--- src/rtl/mem_access_ctrl_if.sv ---
// Request/response and data-memory signals of mem_access_ctrl.
// The slave modport is the controller; the master modport is the requester together with the memory.
interface mem_access_ctrl_if #(
    parameter int unsigned ADDR_W = 64
);
    logic              start;
    logic              is_store;
    logic [1:0]        size;
    logic              is_unsigned;
    logic [ADDR_W-1:0] addr;
    logic [63:0]       store_data;
    logic [63:0]       mem_rdata;
    logic [ADDR_W-1:0] mem_addr;
    logic              mem_wr;
    logic [63:0]       mem_wdata;
    logic [63:0]       load_data;
    logic              busy;
    logic              done;
    logic              err;

    modport master (
        output start, is_store, size, is_unsigned, addr, store_data, mem_rdata,
        input  mem_addr, mem_wr, mem_wdata, load_data, busy, done, err
    );

    modport slave (
        input  start, is_store, size, is_unsigned, addr, store_data, mem_rdata,
        output mem_addr, mem_wr, mem_wdata, load_data, busy, done, err
    );
endinterface

--- src/rtl/mem_access_ctrl.sv ---
// Load/store controller for a 64-bit data memory with one-cycle read latency.
// Sub-doubleword stores are done as read-modify-write; misaligned requests complete with err.
module mem_access_ctrl #(
    parameter int unsigned ADDR_W = 64
) (
    input  logic             clock,
    input  logic             reset,
    mem_access_ctrl_if.slave bus
);
    typedef enum logic [2:0] {IDLE, RD, CAP, WR, DONE} state_e;

    state_e            state_q, state_d;
    logic              is_store_q, is_store_d;
    logic [1:0]        size_q, size_d;
    logic              is_unsigned_q, is_unsigned_d;
    logic [ADDR_W-1:0] addr_q, addr_d;
    logic [63:0]       store_data_q, store_data_d;

    logic [ADDR_W-1:0] mem_addr_q, mem_addr_d;
    logic              mem_wr_q, mem_wr_d;
    logic [63:0]       mem_wdata_q, mem_wdata_d;
    logic [63:0]       load_data_q, load_data_d;
    logic              busy_q, busy_d;
    logic              done_q, done_d;
    logic              err_q, err_d;

    logic [5:0]        shamt;
    logic [7:0]        byte_en;
    logic [63:0]       bit_mask;
    logic [63:0]       rdata_sh;
    logic [63:0]       load_ext;
    logic [63:0]       merged;

    function automatic logic misaligned(input logic [1:0] sz, input logic [2:0] a);
        case (sz)
            2'b00:   misaligned = 1'b0;
            2'b01:   misaligned = a[0];
            2'b10:   misaligned = (a[1:0] != 2'b00);
            default: misaligned = (a != 3'b000);
        endcase
    endfunction

    function automatic logic [7:0] size_bytes(input logic [1:0] sz);
        case (sz)
            2'b00:   size_bytes = 8'h01;
            2'b01:   size_bytes = 8'h03;
            2'b10:   size_bytes = 8'h0F;
            default: size_bytes = 8'hFF;
        endcase
    endfunction

    // Lane extraction for loads and byte-lane merge for read-modify-write stores.
    always_comb begin
        shamt    = {addr_q[2:0], 3'b000};
        byte_en  = 8'(size_bytes(size_q) << addr_q[2:0]);
        bit_mask = '0;
        for (int i = 0; i < 8; i++) begin
            bit_mask[8*i +: 8] = {8{byte_en[i]}};
        end
        merged   = (bus.mem_rdata & ~bit_mask) | ((store_data_q << shamt) & bit_mask);
        rdata_sh = bus.mem_rdata >> shamt;
        case (size_q)
            2'b00:   load_ext = is_unsigned_q ? {56'd0, rdata_sh[7:0]}
                                              : {{56{rdata_sh[7]}}, rdata_sh[7:0]};
            2'b01:   load_ext = is_unsigned_q ? {48'd0, rdata_sh[15:0]}
                                              : {{48{rdata_sh[15]}}, rdata_sh[15:0]};
            2'b10:   load_ext = is_unsigned_q ? {32'd0, rdata_sh[31:0]}
                                              : {{32{rdata_sh[31]}}, rdata_sh[31:0]};
            default: load_ext = bus.mem_rdata;
        endcase
    end

    always_comb begin
        state_d       = state_q;
        is_store_d    = is_store_q;
        size_d        = size_q;
        is_unsigned_d = is_unsigned_q;
        addr_d        = addr_q;
        store_data_d  = store_data_q;
        mem_addr_d    = mem_addr_q;
        mem_wdata_d   = mem_wdata_q;
        load_data_d   = load_data_q;
        err_d         = 1'b0;

        case (state_q)
            IDLE: begin
                if (bus.start) begin
                    is_store_d    = bus.is_store;
                    size_d        = bus.size;
                    is_unsigned_d = bus.is_unsigned;
                    addr_d        = bus.addr;
                    store_data_d  = bus.store_data;
                    if (misaligned(bus.size, bus.addr[2:0])) begin
                        state_d = DONE;
                        err_d   = 1'b1;
                    end else if (bus.is_store && (bus.size == 2'b11)) begin
                        state_d     = WR;
                        mem_wdata_d = bus.store_data;
                    end else begin
                        state_d = RD;
                    end
                end
            end
            RD:  state_d = CAP;
            CAP: begin
                if (is_store_q) begin
                    state_d     = WR;
                    mem_wdata_d = merged;
                end else begin
                    state_d     = DONE;
                    load_data_d = load_ext;
                end
            end
            WR:      state_d = DONE;
            DONE:    state_d = IDLE;
            default: state_d = IDLE;
        endcase

        // Outputs are registered, so they follow the state being entered.
        busy_d   = (state_d != IDLE);
        done_d   = (state_d == DONE);
        mem_wr_d = (state_d == WR);
        if ((state_d == RD) || (state_d == CAP) || (state_d == WR)) begin
            mem_addr_d = {addr_d[ADDR_W-1:3], 3'b000};
        end
    end

    always_ff @(posedge clock or posedge reset) begin
        if (reset) begin
            state_q       <= IDLE;
            is_store_q    <= 1'b0;
            size_q        <= 2'b00;
            is_unsigned_q <= 1'b0;
            addr_q        <= '0;
            store_data_q  <= '0;
            mem_addr_q    <= '0;
            mem_wr_q      <= 1'b0;
            mem_wdata_q   <= '0;
            load_data_q   <= '0;
            busy_q        <= 1'b0;
            done_q        <= 1'b0;
            err_q         <= 1'b0;
        end else begin
            state_q       <= state_d;
            is_store_q    <= is_store_d;
            size_q        <= size_d;
            is_unsigned_q <= is_unsigned_d;
            addr_q        <= addr_d;
            store_data_q  <= store_data_d;
            mem_addr_q    <= mem_addr_d;
            mem_wr_q      <= mem_wr_d;
            mem_wdata_q   <= mem_wdata_d;
            load_data_q   <= load_data_d;
            busy_q        <= busy_d;
            done_q        <= done_d;
            err_q         <= err_d;
        end
    end

    assign bus.mem_addr  = mem_addr_q;
    assign bus.mem_wr    = mem_wr_q;
    assign bus.mem_wdata = mem_wdata_q;
    assign bus.load_data = load_data_q;
    assign bus.busy      = busy_q;
    assign bus.done      = done_q;
    assign bus.err       = err_q;
endmodule

--- src/flat_wrapper.sv ---
// flat-port wrapper written by rule: the top's interface ports become plain ports
module mem_access_ctrl_flat 
#(
    parameter int unsigned ADDR_W = 64
)
  (clock, reset, bus_start, bus_is_store, bus_size, bus_is_unsigned, bus_addr, bus_store_data, bus_mem_rdata, bus_mem_addr, bus_mem_wr, bus_mem_wdata, bus_load_data, bus_busy, bus_done, bus_err);
  mem_access_ctrl_if #(.ADDR_W(ADDR_W)) bus_i ();
  input  logic clock;
  input  logic reset;
  input wire logic [$bits(bus_i.start)-1:0] bus_start;
  input wire logic [$bits(bus_i.is_store)-1:0] bus_is_store;
  input wire logic [$bits(bus_i.size)-1:0] bus_size;
  input wire logic [$bits(bus_i.is_unsigned)-1:0] bus_is_unsigned;
  input wire logic [$bits(bus_i.addr)-1:0] bus_addr;
  input wire logic [$bits(bus_i.store_data)-1:0] bus_store_data;
  input wire logic [$bits(bus_i.mem_rdata)-1:0] bus_mem_rdata;
  output wire logic [$bits(bus_i.mem_addr)-1:0] bus_mem_addr;
  output wire logic [$bits(bus_i.mem_wr)-1:0] bus_mem_wr;
  output wire logic [$bits(bus_i.mem_wdata)-1:0] bus_mem_wdata;
  output wire logic [$bits(bus_i.load_data)-1:0] bus_load_data;
  output wire logic [$bits(bus_i.busy)-1:0] bus_busy;
  output wire logic [$bits(bus_i.done)-1:0] bus_done;
  output wire logic [$bits(bus_i.err)-1:0] bus_err;
  assign bus_i.start = bus_start;
  assign bus_i.is_store = bus_is_store;
  assign bus_i.size = bus_size;
  assign bus_i.is_unsigned = bus_is_unsigned;
  assign bus_i.addr = bus_addr;
  assign bus_i.store_data = bus_store_data;
  assign bus_i.mem_rdata = bus_mem_rdata;
  assign bus_mem_addr = bus_i.mem_addr;
  assign bus_mem_wr = bus_i.mem_wr;
  assign bus_mem_wdata = bus_i.mem_wdata;
  assign bus_load_data = bus_i.load_data;
  assign bus_busy = bus_i.busy;
  assign bus_done = bus_i.done;
  assign bus_err = bus_i.err;
  mem_access_ctrl #(.ADDR_W(ADDR_W)) u_core (.clock(clock), .reset(reset), .bus(bus_i));
endmodule
--- config.mk ---
export PLATFORM = sky130hd
export DESIGN_NAME = mem_access_ctrl_flat
export DESIGN_NICKNAME = d
export VERILOG_FILES = /design/src/rtl/mem_access_ctrl_if.sv /design/src/rtl/mem_access_ctrl.sv /design/src/flat_wrapper.sv
export SDC_FILE = /design/constraint.sdc
export NUM_CORES = 1
export LEC_CHECK = 0
export ABC_CLOCK_PERIOD_IN_PS = 17070
export CAP_MARGIN = 5
export CORE_MARGIN = 2
export CORE_UTILIZATION = 55
export DETAILED_ROUTE_END_ITERATION = 7
export GPL_TIMING_DRIVEN = 0
export HOLD_SLACK_MARGIN = 0.15
export PLACE_DENSITY = 0.87
export SYNTH_ARGS = -nofsm -noshare
export SYNTH_HDL_FRONTEND = slang
export SYNTH_SLANG_ARGS = --single-unit
--- constraint.sdc ---
create_clock -name clock -period 17.07 [get_ports clock]
set_input_delay 3.414 -clock clock [delete_from_list [all_inputs] [get_ports clock]]
set_output_delay 3.414 -clock clock [all_outputs]
set_load 0.02 [all_outputs]
==> results of run 1 <==
cells in the mapped netlist, types with 20 or more instances:
cell,number,area [sq um]
o22ai_1,29,181.4
inv_1,23,86.33
nand3_1,21,105.1
a211oi_1,29,217.7
mux2_1,59,664.4
buf_4,23,172.7
o211ai_1,29,217.7
nor2_1,100,375.4
mux4_2,50,1126
o21ai_0,75,375.4
mux2_2,124,1396
mux2i_1,85,850.8
buf_2,36,180.2
a21oi_1,123,615.6
o21ai_1,41,205.2
nand2_1,109,409.1
dfrtp_1,328,8208
nor2b_1,30,187.7
buf_6,20,225.2
clkbuf_1,45,168.9
routing by layer:
layer | routed length (um) | vias to the layer above | GRT usage, %
li1 | - | 6495 | -
met1 | 26230 | 7837 | 55.71
met2 | 32060 | 1226 | 65.95
met3 | 9593 | 256 | 14.86
met4 | 4327 | 2 | 22.06
met5 | 13 | - | 0
cells by family after synthesis:
kind of cell           count (synthesis)  share of synthesized area [%]
AO/OA/AOI/OAI                        433                          15.82
multiplexers                         318                          23.46
other                                  1                        0.02178
flip-flops                           328                          47.68
buffers and inverters                153                          4.986
AND/OR/NAND/NOR                      300                          8.032
area by class of cell:
class / count / area [sq um]
Sequential cell: 328 / 8208
Multi-Input combinational cell: 1054 / 8155
Fill cell: 2034 / 7742
Timing Repair Buffer: 393 / 3969
Clock buffer: 51 / 1028
Buffer: 129 / 765.7
Tap cell: 396 / 495.5
Clock inverter: 11 / 205.2
Inverter: 24 / 100.1
sequential cells by signal, summed over array words and instances (netlist names):
name,count
u_core.is_store_q,1
u_core.size_q,2
u_core.bus.done,1
u_core.bus.mem_addr,61
u_core.bus.load_data,64
u_core.is_unsigned_q,1
u_core.bus.err,1
u_core.addr_q,64
u_core.state_q,3
u_core.store_data_q,64
u_core.bus.mem_wdata,64
u_core.bus.busy,1
u_core.bus.mem_wr,1
worst max path at each step:
stage | end | slack [ps] | cells after the start | startpoint
6_report | u_core.store_data_q[3] | 11680 | 8 | bus_start
5_1_grt | u_core.store_data_q[3] | 11600 | 8 | bus_start
4_1_cts | u_core.bus.mem_addr[12] | 11750 | 8 | bus_addr[0]
3_5_place_dp | u_core.bus.mem_wdata[8] | 11200 | 9 | bus_addr[0]
3_3_place_gp | u_core.bus.load_data[20] | 1060 | 2 | reset
2_1_floorplan | u_core.addr_q[0] | 4570 | 1 | reset
where the power goes:
part	total [W]	leakage, nW	switching (W)	internal (W)
Clock	0.000834	0.600	0.000336	0.000498
Combinational	0.00299	4.99	0.00167	0.00132
Sequential	0.00152	3.86	0.000338	0.00118
worst max-delay path, delay by kind of cell:
family | cells | cell delay, ps
AO/OA/AOI/OAI | 1 | 120
AND/OR/NAND/NOR | 3 | 530
buffers and inverters | 4 | 1750
layout by cell type, fill, tap and decap left out, types with 30 or more instances in the layout:
cell type | Yosys | layout
clkdlybuf4s50_1 | 0 | 391
dfrtp_1 | 328 | 328
mux2_2 | 124 | 124
a21oi_1 | 123 | 123
nand2_1 | 109 | 109
nor2_1 | 100 | 100
mux2i_1 | 85 | 85
o21ai_0 | 75 | 75
mux2_1 | 59 | 59
clkbuf_1 | 45 | 54
mux4_2 | 50 | 50
o21ai_1 | 41 | 41
clkbuf_16 | 0 | 37
buf_2 | 36 | 36
nor2b_1 | 30 | 30
stage by stage:
| stage | hold WS [ps] | setup WS [ps] | std cells | instance area, sq um | total power [W] |
|---|---|---|---|---|---|
| after floorplan | 468.1 | 4573 | 1535 | 17220 | 0.003206 |
| after CTS | 489.5 | 11750 | 2386 | 22930 | 0.005268 |
| after global routing | 495.9 | 11600 | 2386 | 22930 | 0.005535 |
| after global placement | 463.1 | 1065 | 2322 | 21630 | 0.004307 |
| final | 483.0 | 11680 | 2386 | 22930 | 0.005342 |
| after detailed placement | 475.9 | 11200 | 2324 | 21690 | 0.004397 |
==> results.sh, run 1 <==
export IMPL_fin_skew_ps=15.55
export IMPL_crit_required_ps=17510
export IMPL_reg2reg_to="u_core.bus.load_data[56]"
export IMPL_drive_gt1_share_pct=16.53
export IMPL_report_final_hold_viol_count=0
export IMPL_cts_buffers_inserted=35
export IMPL_vias=15816
export IMPL_grt_pass1_wl_mm=105.8
export IMPL_min_from="u_core.bus.mem_addr[33]"
export IMPL_hold_end="u_core.bus.mem_addr[33]"
export IMPL_clock_root_buffer="clkbuf_16"
export IMPL_cts_tree="built"
export IMPL_numPortBuffers=391
export IMPL_gr_total_overflow=0
export IMPL_vdd_ir_drop_max_v=0.0001670
export IMPL_core_sq_um=30670
export IMPL_viasPerCell=6.629
export IMPL_start_util_pct=56.13
export IMPL_crit_chain="clkdlybuf4s50_1 -> nand2b_1 -> nor3_1 -> buf_2 -> buf_2 -> clkbuf_1 -> nand2_1 -> o21ai_0"
export IMPL_totalWireLength_mm=72.23
export IMPL_cp_slowest_stage_delay_ps=600
export IMPL_rsz0062_at_grt="no"
export IMPL_insertion_delay_ps=530
export IMPL_cts_resized=0
export IMPL_status="completed"
export IMPL_fp_dieArea_sq_um=32730
export IMPL_io_pin_count=395
export IMPL_p_per_area_nw_per_um2=233.0
export IMPL_grt_max_degree=131
export IMPL_cp_arrival_ps=5820
export IMPL_r2r_start="u_core.size_q[1]"
export IMPL_async_flop_share_pct=100.0
export IMPL_synth_seq_cells=328
export IMPL_rr_worst_depth=7
export IMPL_synth_cell_type_count=63
export IMPL_ant_nets=0
export IMPL_clock_sinks=328
export IMPL_reg2reg_slack_ps=14250
export IMPL_yosys_warnings=0
export IMPL_end_kind="register"
export IMPL_route_detailed_drc=0
export IMPL_grtUsageTotal_pct=43.48
export IMPL_hold_path_class="register to register"
export IMPL_fin_crit_ps=5387
export IMPL_layout_nets=2164
export IMPL_grt_antenna_before_repair=3
export IMPL_slew_viol_final=0
export IMPL_cts_clk_slew_worst_paths_ps=60
export IMPL_cts_hold_buffers=0
export IMPL_post_drt_wl_per_cell_um=30.27
export IMPL_syn_inst=1533
export IMPL_die_width_um=180.9
export IMPL_power_static_leakage_nw=9.456
export IMPL_syn_area_sq_um=17210
export IMPL_drv_cap=0
export IMPL_crit_fanout=10
export IMPL_drt_iter0_markers=1852
export IMPL_postCtsSetupBuffers=0
export IMPL_n_antenna_cell=0
export IMPL_finish_utilization_pct=74.76
export IMPL_cts_path_max_buffers=3
export IMPL_htreeDepth=2
export IMPL_yosysSeqAreaShare_pct=47.68
export IMPL_max_freq_ghz=0.1856
export IMPL_syn_avg_cell_area_sq_um=11.23
export IMPL_yosys_most_used_dff="dfrtp_1"
export IMPL_syn2layout_area_growth_pct=33.19
export IMPL_slowest_stage="clkbuf_1"
export IMPL_relSlewSlack_pct=21.65
export IMPL_tightest_slew_ps=1166
export IMPL_dpl_hpwl_mm=53.92
export IMPL_die_y_um=180.9
export IMPL_grt_pass1_vias=16029
export IMPL_worstHoldPathCells=1
export IMPL_finalSetupTns_ps=0
export IMPL_drtPass1Iterations=8
export IMPL_gp_congestion=1.024
export IMPL_crit_path_frequent_cell="buf_2"
export IMPL_period_share_pct=31.56
export IMPL_crit_type="input pin to register"
export IMPL_num_rows=64
export IMPL_setup_viol=0
export IMPL_synth_edf_count=0
export IMPL_cp_start_kind="input pin"
Note: power is estimated with default switching activity, not from simulation.
==> run 2: changes to the inputs <==
ABC_CLOCK_PERIOD_IN_PS = 5100   (was 17070)
CORE_UTILIZATION = 51   (was 55)
PLACE_DENSITY = 0.81   (was 0.87)
clock period = 5.1 ns   (was 17.07 ns; I/O delays follow)
==> results.sh, run 2 (synthesis results as in run 1) <==
export IMPL_p_per_area_nw_per_um2=759.6
export IMPL_tightest_slew_ps=1101
export IMPL_start_util_pct=51.59
export IMPL_cts_tree="built"
export IMPL_cts_resized=0
export IMPL_rsz0062_at_grt="no"
export IMPL_rr_worst_depth=7
export IMPL_cp_depth=8
export IMPL_final_cell_mix="clkdlybuf4s50_1, dfrtp_1, mux2_2"
export IMPL_place_area_sq_um=21860
export IMPL_core_sq_um=33360
export IMPL_critical_path_buf_inv_count=4
export IMPL_fp_dieArea_sq_um=35240
export IMPL_layout_nets=2171
export IMPL_htreeDepth=2
export IMPL_syn2layout_area_growth_pct=34.02
export IMPL_numPortBuffers=391
export IMPL_grtUsageTotal_pct=39.01
export IMPL_ant_nets=0
export IMPL_io_pin_count=395
export IMPL_postCtsSetupBuffers=0
export IMPL_fin_skew_ps=22.28
export IMPL_power_static_leakage_nw=9.495
export IMPL_viasPerCell=6.349
export IMPL_finalSetupTns_ps=0
export IMPL_cp_arrival_ps=3440
export IMPL_setup_viol=0
export IMPL_status="completed"
export IMPL_gp_congestion=1.005
export IMPL_crit_type="input pin to register"
export IMPL_report_final_hold_viol_count=0
export IMPL_worstHoldPathCells=2
export IMPL_drv_cap=0
export IMPL_grt_max_degree=45
export IMPL_die_width_um=187.7
export IMPL_power_w=0.01752
export IMPL_n_antenna_cell=0
export IMPL_cts_clk_slew_worst_paths_ps=60
export IMPL_gr_total_overflow=0
export IMPL_crit_required_ps=5540
export IMPL_fin_crit_ps=3002
export IMPL_cp_slowest_stage_delay_ps=580
export IMPL_drt_iter0_markers=1521
export IMPL_period_share_pct=58.87
export IMPL_drive_gt1_share_pct=16.96
export IMPL_crit_path_frequent_cell="buf_2"
export IMPL_grt_pass1_vias=15548
export IMPL_max_freq_ghz=0.3331
export IMPL_layout_commonest_cell="clkdlybuf4s50_1"
export IMPL_final_area_sq_um=23070
export IMPL_pre_cts_slack_ps=1620
export IMPL_end_kind="register"
export IMPL_clock_sinks=328
export IMPL_grt_pass1_wl_mm=102.1
export IMPL_finalWorstSetupSlack_ps=2098
export IMPL_num_rows=67
export IMPL_cts_hold_buffers=0
export IMPL_whs_ps=482.9
export IMPL_hold_path_class="register to register"
export IMPL_crit_chain="clkdlybuf4s50_1 -> nand2b_1 -> nor3_1 -> buf_2 -> buf_2 -> clkbuf_1 -> nand2_1 -> o21ai_0"
export IMPL_grt_antenna_before_repair=2
export IMPL_crit_family="buffers and inverters"
export IMPL_drtPass1Iterations=8
export IMPL_die_y_um=187.7
export IMPL_cts_path_max_buffers=3
export IMPL_route_detailed_drc=0
export IMPL_vias=15536
export IMPL_post_drt_wl_per_cell_um=28.38
export IMPL_slowest_stage="clkbuf_1"
export IMPL_relSlewSlack_pct=26.07
export IMPL_clock_root_buffer="clkbuf_16"
export IMPL_totalWireLength_mm=69.45
export IMPL_vdd_ir_drop_max_v=0.0005510
export IMPL_cp_start_kind="input pin"
export IMPL_slew_viol_final=0
export IMPL_crit_fanout=10
export IMPL_insertion_delay_ps=540
export IMPL_dpl_hpwl_mm=53.46
export IMPL_cts_buffers_inserted=36
[run 2: cell types whose count changed in the layout (fill, tap and decap cells not counted)]
cell / change
buf_12: +8
buf_16: -2
bufinv_16: -3
clkbuf_1: -1
clkbuf_8: +1
clkinv_16: +1
clkinv_2: +4
clkinv_4: +3
clkinv_8: +1
inv_16: -1
inv_6: -1
inv_8: -1
[run 2: area by class of cell]
| cell class | instances | area (sq um) |
|---|---|---|
| flip-flops and latches | 328 | 8208 |
| well taps | 448 | 560.5 |
| multi-input cells | 1054 | 8155 |
| plain buffers | 129 | 765.7 |
| clock buffers | 51 | 1039 |
| inverters | 24 | 96.34 |
| clock inverters | 14 | 171.4 |
| fillers | 2473 | 10290 |
| repair buffers | 399 | 4074 |
[run 2: final timing paths]
kind	from	to	slack (ps)
setup / recovery	bus_start	u_core.store_data_q[1]	2100
max in group asynchronous	reset	u_core.bus.load_data[53]	3110
min in group asynchronous	reset	u_core.store_data_q[40]	850
hold reg to reg	u_core.bus.load_data[6]	u_core.bus.load_data[6]	480
setup reg to reg	u_core.size_q[1]	u_core.bus.load_data[56]	2310
hold / removal	u_core.bus.load_data[6]	u_core.bus.load_data[6]	480
[run 2: layer usage]
layer	vias up	track usage (%)	wire length, um
met2	1081	59.20	30400
met5	-	0	27
met4	4	19.20	4121
li1	6525	-	-
met1	7673	50.09	26210
met3	253	13.42	8697
[run 2: worst min-delay path, cell delays in order (launching register included)]
cell	delay, ps
dfrtp_1	340
nand2_1	50
o21ai_0	60
[run 2: per-stage QoR]
step                      cells  util [%]
final                      2447     69.14
after global routing       2447     69.14
after CTS                  2447     69.14
after detailed placement   2382     65.52
after global placement     2374     65.04
after floorplan            1535         -
[run 2: report_power, final]
group / switching (W) / internal (W) / total (W)
clock network: 0.00111 / 0.00154 / 0.00265
registers: 0.00106 / 0.00395 / 0.00501
logic: 0.00545 / 0.00442 / 0.00987
total: 0.00762 / 0.00990 / 0.0175
